==> config.mk <==
export PLATFORM = sky130hd
export DESIGN_NAME = fetch_1
export DESIGN_NICKNAME = d
export VERILOG_FILES = /design/src/rtl/rv32i_types.sv /design/src/rtl/btb.sv /design/src/rtl/fetch_1.sv
export SDC_FILE = /design/constraint.sdc
export NUM_CORES = 2
export LEC_CHECK = 0
export ABC_AREA = 0
export BUFFER_PORTS_ARGS = -buffer_cell sky130_fd_sc_hd__buf_2
export CAP_MARGIN = 15
export CORE_UTILIZATION = 44
export CTS_BUF_LIST = sky130_fd_sc_hd__clkbuf_2
export DETAILED_ROUTE_END_ITERATION = 12
export SKIP_LAST_GASP = 1
export SLEW_MARGIN = 25
export SYNTH_ARGS = -nofsm -noshare
export SYNTH_HDL_FRONTEND = slang
export SYNTH_SLANG_ARGS = --single-unit
==> constraint.sdc <==
create_clock -name clk -period 18.4 [get_ports clk]
set_input_delay 1.84 -clock clk [delete_from_list [all_inputs] [get_ports clk]]
set_output_delay 1.84 -clock clk [all_outputs]
set_load 0.005 [all_outputs]
==> src/rtl/rv32i_types.sv <==
// Shared fetch-stage types: BTB entry layout, fetch_1 pipeline register, FSM states.
package rv32i_types;

   localparam int          BTB_DEPTH = 32;
   localparam logic [31:0] RESET_PC  = 32'h1eceb000;

   // Tag field sized for the smallest legal BTB so any power-of-two depth fits.
   localparam int BTB_TAG_W = 30;

   typedef struct packed {
      logic                 valid;
      logic [BTB_TAG_W-1:0] tag;
      logic [31:0]          target;
      logic [1:0]           counter;
   } btb_entry_t;

   typedef struct packed {
      logic        valid;
      logic [31:0] pc;
      logic        branch_pred;
   } fetch_reg_1_t;

   typedef enum logic {
      ST_RUN   = 1'b0,
      ST_DRAIN = 1'b1
   } fetch_state_e;

   function automatic logic [1:0] sat_update(input logic [1:0] ctr, input logic taken);
      logic [1:0] res;
      res = ctr;
      if (taken && ctr != 2'd3) begin
         res = ctr + 2'd1;
      end else if (!taken && ctr != 2'd0) begin
         res = ctr - 2'd1;
      end
      return res;
   endfunction

endpackage

==> src/rtl/btb.sv <==
// Direct-mapped branch target buffer with 2-bit saturating direction counters.
// Lookups read registered state only, so an update becomes visible one cycle later.
module btb #(
   parameter int DEPTH = rv32i_types::BTB_DEPTH
) (
   input  logic        clk,
   input  logic        rst,
   input  logic [31:0] lookup_pc_i,
   output logic        pred_o,
   output logic [31:0] target_o,
   input  logic        upd_valid_i,
   input  logic [31:0] upd_pc_i,
   input  logic [31:0] upd_target_i,
   input  logic        upd_taken_i
);
   import rv32i_types::*;

   localparam int IDX_W = $clog2(DEPTH);

   btb_entry_t       mem_q [DEPTH];
   logic [IDX_W-1:0] lk_idx;
   logic [IDX_W-1:0] up_idx;
   btb_entry_t       lk_e;
   btb_entry_t       up_e;
   btb_entry_t       up_d;
   logic             lk_hit;
   logic             up_hit;
   logic             up_we;
   logic             unused_lk_ctr0;

   function automatic logic [BTB_TAG_W-1:0] tag_of(input logic [31:0] pc);
      return BTB_TAG_W'(pc >> (IDX_W + 2));
   endfunction

   assign lk_idx = lookup_pc_i[IDX_W+1:2];
   assign up_idx = upd_pc_i[IDX_W+1:2];

   assign lk_e     = mem_q[lk_idx];
   assign lk_hit   = lk_e.valid && (lk_e.tag == tag_of(lookup_pc_i));
   assign pred_o   = lk_hit && lk_e.counter[1];
   assign target_o = lk_e.target;

   assign unused_lk_ctr0 = lk_e.counter[0];

   always_comb begin
      up_e   = mem_q[up_idx];
      up_hit = up_e.valid && (up_e.tag == tag_of(upd_pc_i));
      up_we  = 1'b0;
      up_d   = up_e;
      if (upd_valid_i) begin
         if (up_hit) begin
            up_we        = 1'b1;
            up_d.counter = sat_update(up_e.counter, upd_taken_i);
            if (upd_taken_i) begin
               up_d.target = upd_target_i;
            end
         end else if (upd_taken_i) begin
            // Taken miss claims the slot, starting weakly taken.
            up_we        = 1'b1;
            up_d.valid   = 1'b1;
            up_d.tag     = tag_of(upd_pc_i);
            up_d.target  = upd_target_i;
            up_d.counter = 2'd2;
         end
      end
   end

   always_ff @(posedge clk) begin
      if (rst) begin
         for (int i = 0; i < DEPTH; i++) begin
            mem_q[i] <= '0;
         end
      end else if (up_we) begin
         mem_q[up_idx] <= up_d;
      end
   end

endmodule

==> src/rtl/fetch_1.sv <==
// First fetch stage: PC generation with BTB prediction and mispredict drain.
//   state    | meaning
//   ST_RUN   | issue pc_q each unstalled cycle
//   ST_DRAIN | request flushed while in flight; wait for its response and drop it
module fetch_1 #(
   parameter int          BTB_DEPTH = rv32i_types::BTB_DEPTH,
   parameter logic [31:0] RESET_PC  = rv32i_types::RESET_PC
) (
   input  logic                      clk,
   input  logic                      rst,
   input  logic                      imem_stall,
   input  logic                      imem_resp,
   input  logic                      branch_mispredict,
   input  logic [31:0]               redirect_pc,
   input  logic                      upd_valid,
   input  logic [31:0]               upd_pc,
   input  logic [31:0]               upd_target,
   input  logic                      upd_taken,
   output logic [31:0]               imem_addr,
   output logic [3:0]                imem_rmask,
   output rv32i_types::fetch_reg_1_t fetch_1_reg
);
   import rv32i_types::*;

   fetch_state_e state_q, state_d;
   logic [31:0]  pc_q, pc_d;
   fetch_reg_1_t reg_q, reg_d;
   logic         pred;
   logic [31:0]  pred_target;
   logic [31:0]  next_pc;
   logic [3:0]   rmask;

   btb #(
      .DEPTH(BTB_DEPTH)
   ) u_btb (
      .clk         (clk),
      .rst         (rst),
      .lookup_pc_i (pc_q),
      .pred_o      (pred),
      .target_o    (pred_target),
      .upd_valid_i (upd_valid),
      .upd_pc_i    (upd_pc),
      .upd_target_i(upd_target),
      .upd_taken_i (upd_taken)
   );

   assign next_pc = pred ? pred_target : pc_q + 32'd4;

   always_comb begin
      state_d = state_q;
      pc_d    = pc_q;
      reg_d   = reg_q;
      rmask   = 4'h0;
      if (branch_mispredict) begin
         pc_d        = redirect_pc;
         reg_d.valid = 1'b0;
         if (state_q == ST_RUN && reg_q.valid && !imem_resp) begin
            state_d = ST_DRAIN;
         end
      end else if (state_q == ST_DRAIN) begin
         reg_d.valid = 1'b0;
         if (imem_resp) begin
            state_d = ST_RUN;
         end
      end else if (!imem_stall) begin
         rmask             = 4'hF;
         reg_d.valid       = 1'b1;
         reg_d.pc          = pc_q;
         reg_d.branch_pred = pred;
         pc_d              = next_pc;
      end
   end

   always_ff @(posedge clk) begin
      if (rst) begin
         state_q <= ST_RUN;
         pc_q    <= RESET_PC;
         reg_q   <= '0;
      end else begin
         state_q <= state_d;
         pc_q    <= pc_d;
         reg_q   <= reg_d;
      end
   end

   assign imem_addr   = pc_q;
   assign imem_rmask  = rst ? 4'h0 : rmask;
   assign fetch_1_reg = reg_q;

endmodule

# Word level (Yosys, flattened, before mapping)
# Memories as Yosys holds them, arrays and structs flattened. A register that Yosys moved wholly into a read port is not among the register bits.
# Cells that the tools add are included.
[totals]
ff_bits = 67
ram_bits = 2080
in_bits = 103
output_inout_bits = 70
wordCells = 64
memories = 1
[memory_table]
columns = ["memory", "depth", "word_bits", "rd", "rd_clocked_by_memory_dff", "write_ports", "line", "text"]
rows = [
  ["u_btb.mem_q", 32, 65, 2, 1, 32, "btb.sv:20", "btb_entry_t mem_q [DEPTH];"],
]
[classes]
add_sub_neg = 3
eq_ne = 6
mux = 32
bitwise = 3
n_reduce_logical = 14
[op_table]
columns = ["cell", "count"]
rows = [
  ["$mux W65", 3],
  ["$mux W32", 5],
  ["$reduce_or A65 Y1", 1],
  ["$eq A30 B25 Y1", 2],
  ["$mux W34", 1],
  ["$add A32 B3 Y32 const B", 1],
  ["$mux W31", 1],
  ["$mux W4", 4],
  ["$mux W5", 3],
  ["$mux W1", 13],
  ["$logic_and A1 B1 Y1", 7],
  ["$mux W2", 2],
  ["$ne A2 B1 Y1 const B", 2],
  ["$ne A2 B2 Y1 const B", 2],
  ["$not A1 Y1", 3],
  ["$reduce_and A3 Y1", 1],
  ["$reduce_or A3 Y1", 1],
  ["$add A2 B1 Y2 const B", 1],
  ["$logic_not A1 Y1", 2],
  ["$reduce_and A2 Y1", 1],
  ["$reduce_bool A2 Y1", 1],
  ["$sub A2 B1 Y2 const B", 1],
]

# Depth between registers and ports, before layout
# An unclocked memory read counts as a cell.
[depth]
word_depth = 10
mapped_depth = 18
mapped_depth_nobuf = 11

# Hierarchy
# Synthesis repeated with hierarchy kept, for this count alone.
[hier_totals]
cells_unflattened = 7713
hier_area_um2 = 108983.3
[by_module_without_submodules]
columns = ["mod", "instances", "cells_per_inst", "area_each_um2", "seq_area_each_um2"]
rows = [
  ["btb", 1, 7232, 105327.3, 62459.9],
  ["fetch_1", 1, 481, 3656.0, 1341.3],
]

# Least setup slack after synthesis
# Ideal clock, no wire load.
[synth_path]
path_type = "input to register"
startpoint = "input port upd_pc[2]"
endpoint = "memory u_btb.mem_q[2][0] (netlist bit), enable pin"
setup_ps = 425
arrival_ps = 6592
t_required_ps = 17975
setup_slack_ps = 11383
cell_stages = 14
n_path_buf = 4
cell_sequence = "buf_2 > buf_4 > buf_1 > mux4_2 > a22oi_1 > nand4_1 > xor2_1 > nor4_1 > nand4_1 > o31a_1 > nor3_2 > nand2_1 > clkbuf_1 > nand2_1"
[synth_rtl]
columns = ["item", "line", "text"]
rows = [
  ["start, declared", "fetch_1.sv:16", "input logic [31:0] upd_pc,"],
  ["end, declared", "btb.sv:20", ""],
]

==> key figures <==
Min path
  • Hold_sp: redirect_pc[6]
  • Hold crit path type: input port to flip-flop
  • Hold depth: 3

Critical path
  • Endpoint class of the critical path: flip-flop
  • Critical Path Fanout Max: 53
  • CP most frequent cell: buf_4
  • Crit-path leading delay family: simple AND/OR/NAND/NOR gates
  • CP startpoint kind: input port
  • CP max stage cell: nand2_4
  • CP peak stage delay: 1.01 ns
  • Critical Path AT: around 11 ns
  • Worst reg2reg path depth: 11
  • Setup CP Type: input port to flip-flop
  • FF-to-FF End: u_btb.mem_q[8][60]
  • Cells along the critical path: buf_8 -> buf_4 -> buf_4 -> mux4_2 -> a22oi_1 -> nand4_1 -> xor2_1 -> nor4_1 -> nand4_1 -> o31a_1 -> nor3_4 -> nand2_4 -> nand2_4 -> buf_4
  • Bufs and invs on worst path: 4
  • Worst EP required: 19.88 ns
  • R2r setup slk: 10.80 ns
  • Worst r2r src: u_btb.mem_q[11][52]

Job
  • Maxcap violations: 0

Final layout
  • Fillers: roughly 21000
  • Fin nets: 8007
  • Max reg flops: 2080
  • Layout cell share with drive strength beyond 1: 29.9%
  • Synth-to-Final Area Change: 9.47%

Timing
  • Crit share post-route: 51.3%
  • Clock skew: 0.214 ns
  • Setup TNS: 0 ns
  • Final hold vios: 0
  • Hold_ws: approximately 0.17 ns
  • Fin worst setup slack: between 8 and 9 ns
  • Slew Limit Fails: 0
  • Rel. slew slack: about 6.4%
  • Fin crit period: 9.44 ns
  • RSZ-0062 raised after global routing: no
  • Worst slew pin tran: approximately 1.4 ns
  • Finish-stage setup viols: 0
  • Achievable frequency: 106 MHz

Drt
  • Pre-antenna DRT Iters: 8
  • Final WL: 440000 um
  • ANT nets after route: 0
  • Via/cell ratio: slightly below 7
  • Iter 0 DRT Violations: between 10000 and 15000
  • Via Count: 78700
  • Drc violations: 0
  • Post-DR wirelength/cell: 38.2 um

Clocking
  • Clock Path Buffers: 4
  • CTS Sinks: 2152
  • CTS Buf Count: 578
  • CTS tree: done
  • # H-tree levels: 6
  • Clock Pin Slew Worst Setup and Hold Paths: 0.11 ns
  • Setup Buffers After CTS: 0
  • Skew-Pair Late Insertion Delay: 2.06 ns
  • Clock root buffer: clkbuf_2

Placement
  • Dpl ws: ~7.4 ns
  • Final GP Congestion: roughly 0.90
  • Port-buffer cells: 170
  • DP HPWL: roughly 240000 um

Global routing
  • Antenna violations before repair: 31
  • First-pass GRT wire length: about 590000 um
  • Total grt overflow: 0
  • GRT Resource Usage Total: a little over a third
  • Vias in the first global route: 75800
  • Largest net degree at the start of global routing: 122

Floorplanning
  • Full die area: approximately 250000 um2
  • Die height: ~500 um
  • Core area: 243000 um2
  • Rows: 181
  • Die width: 496 um
  • Initial Utilization: 44.3%
  • # IOs: 173

Yosys
  • Seq cells post-synth: 2152
  • Ys async rst share: 0%
  • Yosys top cell by area: edfxtp_1
  • Mapped Avg Cell Area: 14.3 um2
  • EDFF count, synth: 2080
  • Mapped cell area: 108000 um2
  • Post-synthesis sequential area ratio: 59.4%
  • Post-synth top area share: 58.1%
  • Area contributors post-synth: edfxtp_1 58%, mux4_2 21%, nor2_1 6.9%, mux2i_1 1.8%, clkbuf_1 1.8%
  • Mapped Cells: 7507
  • Synth cell count leaders: 2080 x edfxtp_1, 1990 x nor2_1, 985 x mux4_2, 510 x clkbuf_1, 310 x nand2_1
  • Ys Warns: 0
  • Post-synth cell types: 82
  • Synth Flop Type: edfxtp_1
  • Top-count cell post-synth: edfxtp_1

Outcome
  • Status: finished clean

Power and ir drop
  • LEAKAGE: 41.4 nW
  • Peak supply drop: 0.0582 mV
  • Pwr/cell area: 90.2 nW/um2
[routing by layer]
layer	vias up	track usage (%)	share of wire, %	wire length [um]
met1	39800	43.7	33	146000
li1	29800	-	-	-
met3	1656	11.8	15	65900
met5	-	0	0.023	103
met4	16	25.3	8.1	35700
met2	7393	51.8	44	192000
[repair_timing]
action	4_1_cts	5_1_grt
resized for setup	0	0
hold buffers	20	0
setup endpoints to repair	0	0
hold endpoints to repair	23	0
[stage by stage]
| stage | utilization, % | area [um2] | total power [mW] | instances |
|---|---|---|---|---|
| finish | 48.5 | 118000 | 10.6 | 11500 |
| global route | 48.4 | 118000 | 10.9 | 11500 |
| CTS | 48.4 | 118000 | 10.5 | 11500 |
| detailed placement | 46.4 | 113000 | 7.31 | 10500 |
| global placement | 46.3 | 112000 | 7.28 | 10500 |
| floorplan | - | 108000 | 6.70 | 7666 |
[power breakdown]
group	switching, mW	internal, mW	total, mW
combinational	1.04	0.547	1.58
clock	2.10	1.25	3.35
sequential	0.124	5.55	5.68
[cell type report]
class | count | area, um2 | area share [%]
clock buffers | 821 | 4110 | 3.49
diodes | 39 | 97.6 | 0.0829
multi-input cells | 4685 | 41700 | 35.4
well taps | 3202 | 4010 | 3.40
flip-flops and latches | 2152 | 63900 | 54.3
inverters | 49 | 191 | 0.163
clock inverters | 130 | 634 | 0.539
repair buffers | 435 | 3100 | 2.63
[how the worst max path moves through the flow]
stage | from | endpoint | slack, ns | cells past startpoint
floorplan | upd_pc[2] | u_btb.mem_q[2][0] | 11.38 | 14
CTS | upd_pc[2] | u_btb.mem_q[8][60] | 9.44 | 14
finish | upd_pc[2] | u_btb.mem_q[8][60] | 8.96 | 14
detailed placement | upd_pc[2] | u_btb.mem_q[8][60] | 7.41 | 14
global placement | upd_pc[2] | u_btb.mem_q[8][56] | 7.40 | 14
global route | upd_pc[2] | u_btb.mem_q[8][60] | 8.98 | 14
[worst register-to-register path, stage by stage, from the launching register on]
cell and delay (ns):
edfxtp_1 0.40, mux4_2 0.48, a22o_1 0.24, a221oi_1 0.63, a21oi_1 0.16, nor4_1 0.60
nand4_1 0.44, o31a_1 0.57, nor3_4 0.85, nand2_4 0.74, nand2_4 1.04, buf_4 0.88
[cell usage in the layout, fill, tap and decap left out, types with 27 or more instances in the layout]
cell and instances:
a21oi_1 113, a221oi_1 41, a22oi_1 167, buf_2 165, buf_4 227, clkbuf_2 821, clkinv_1 101, conb_1 160
dfxtp_1 67, diode_2 39, edfxtp_1 2080, inv_1 43, mux2_2 45, mux2i_1 173, mux4_2 985, nand2_1 245
nand2_4 60, nand3_1 70, nand4_1 32, nor2_1 1983, nor3_1 53, nor4_1 32, o211ai_1 28, o21ai_0 57
xnor2_1 27, xor2_1 29
[logic make-up (layout without fill, tap and decap cells)]
| family | Yosys count | in the layout | synth area share [%] |
|---|---|---|---|
| AOI/OAI and AO/OA | 615 | 615 | 3.98 |
| buffers and inverters | 829 | 1435 | 3.29 |
| and+or+nand+nor | 2623 | 2623 | 9.89 |
| DFF | 2152 | 2152 | 59.4 |
| adders and majority gates | 3 | 3 | 0.0349 |
| other | 1 | 199 | 0.00349 |
| xor gates and xnor gates | 56 | 56 | 0.456 |
| muxes | 1228 | 1228 | 22.9 |
No activity file was read; power rests on OpenSTA's default activity.
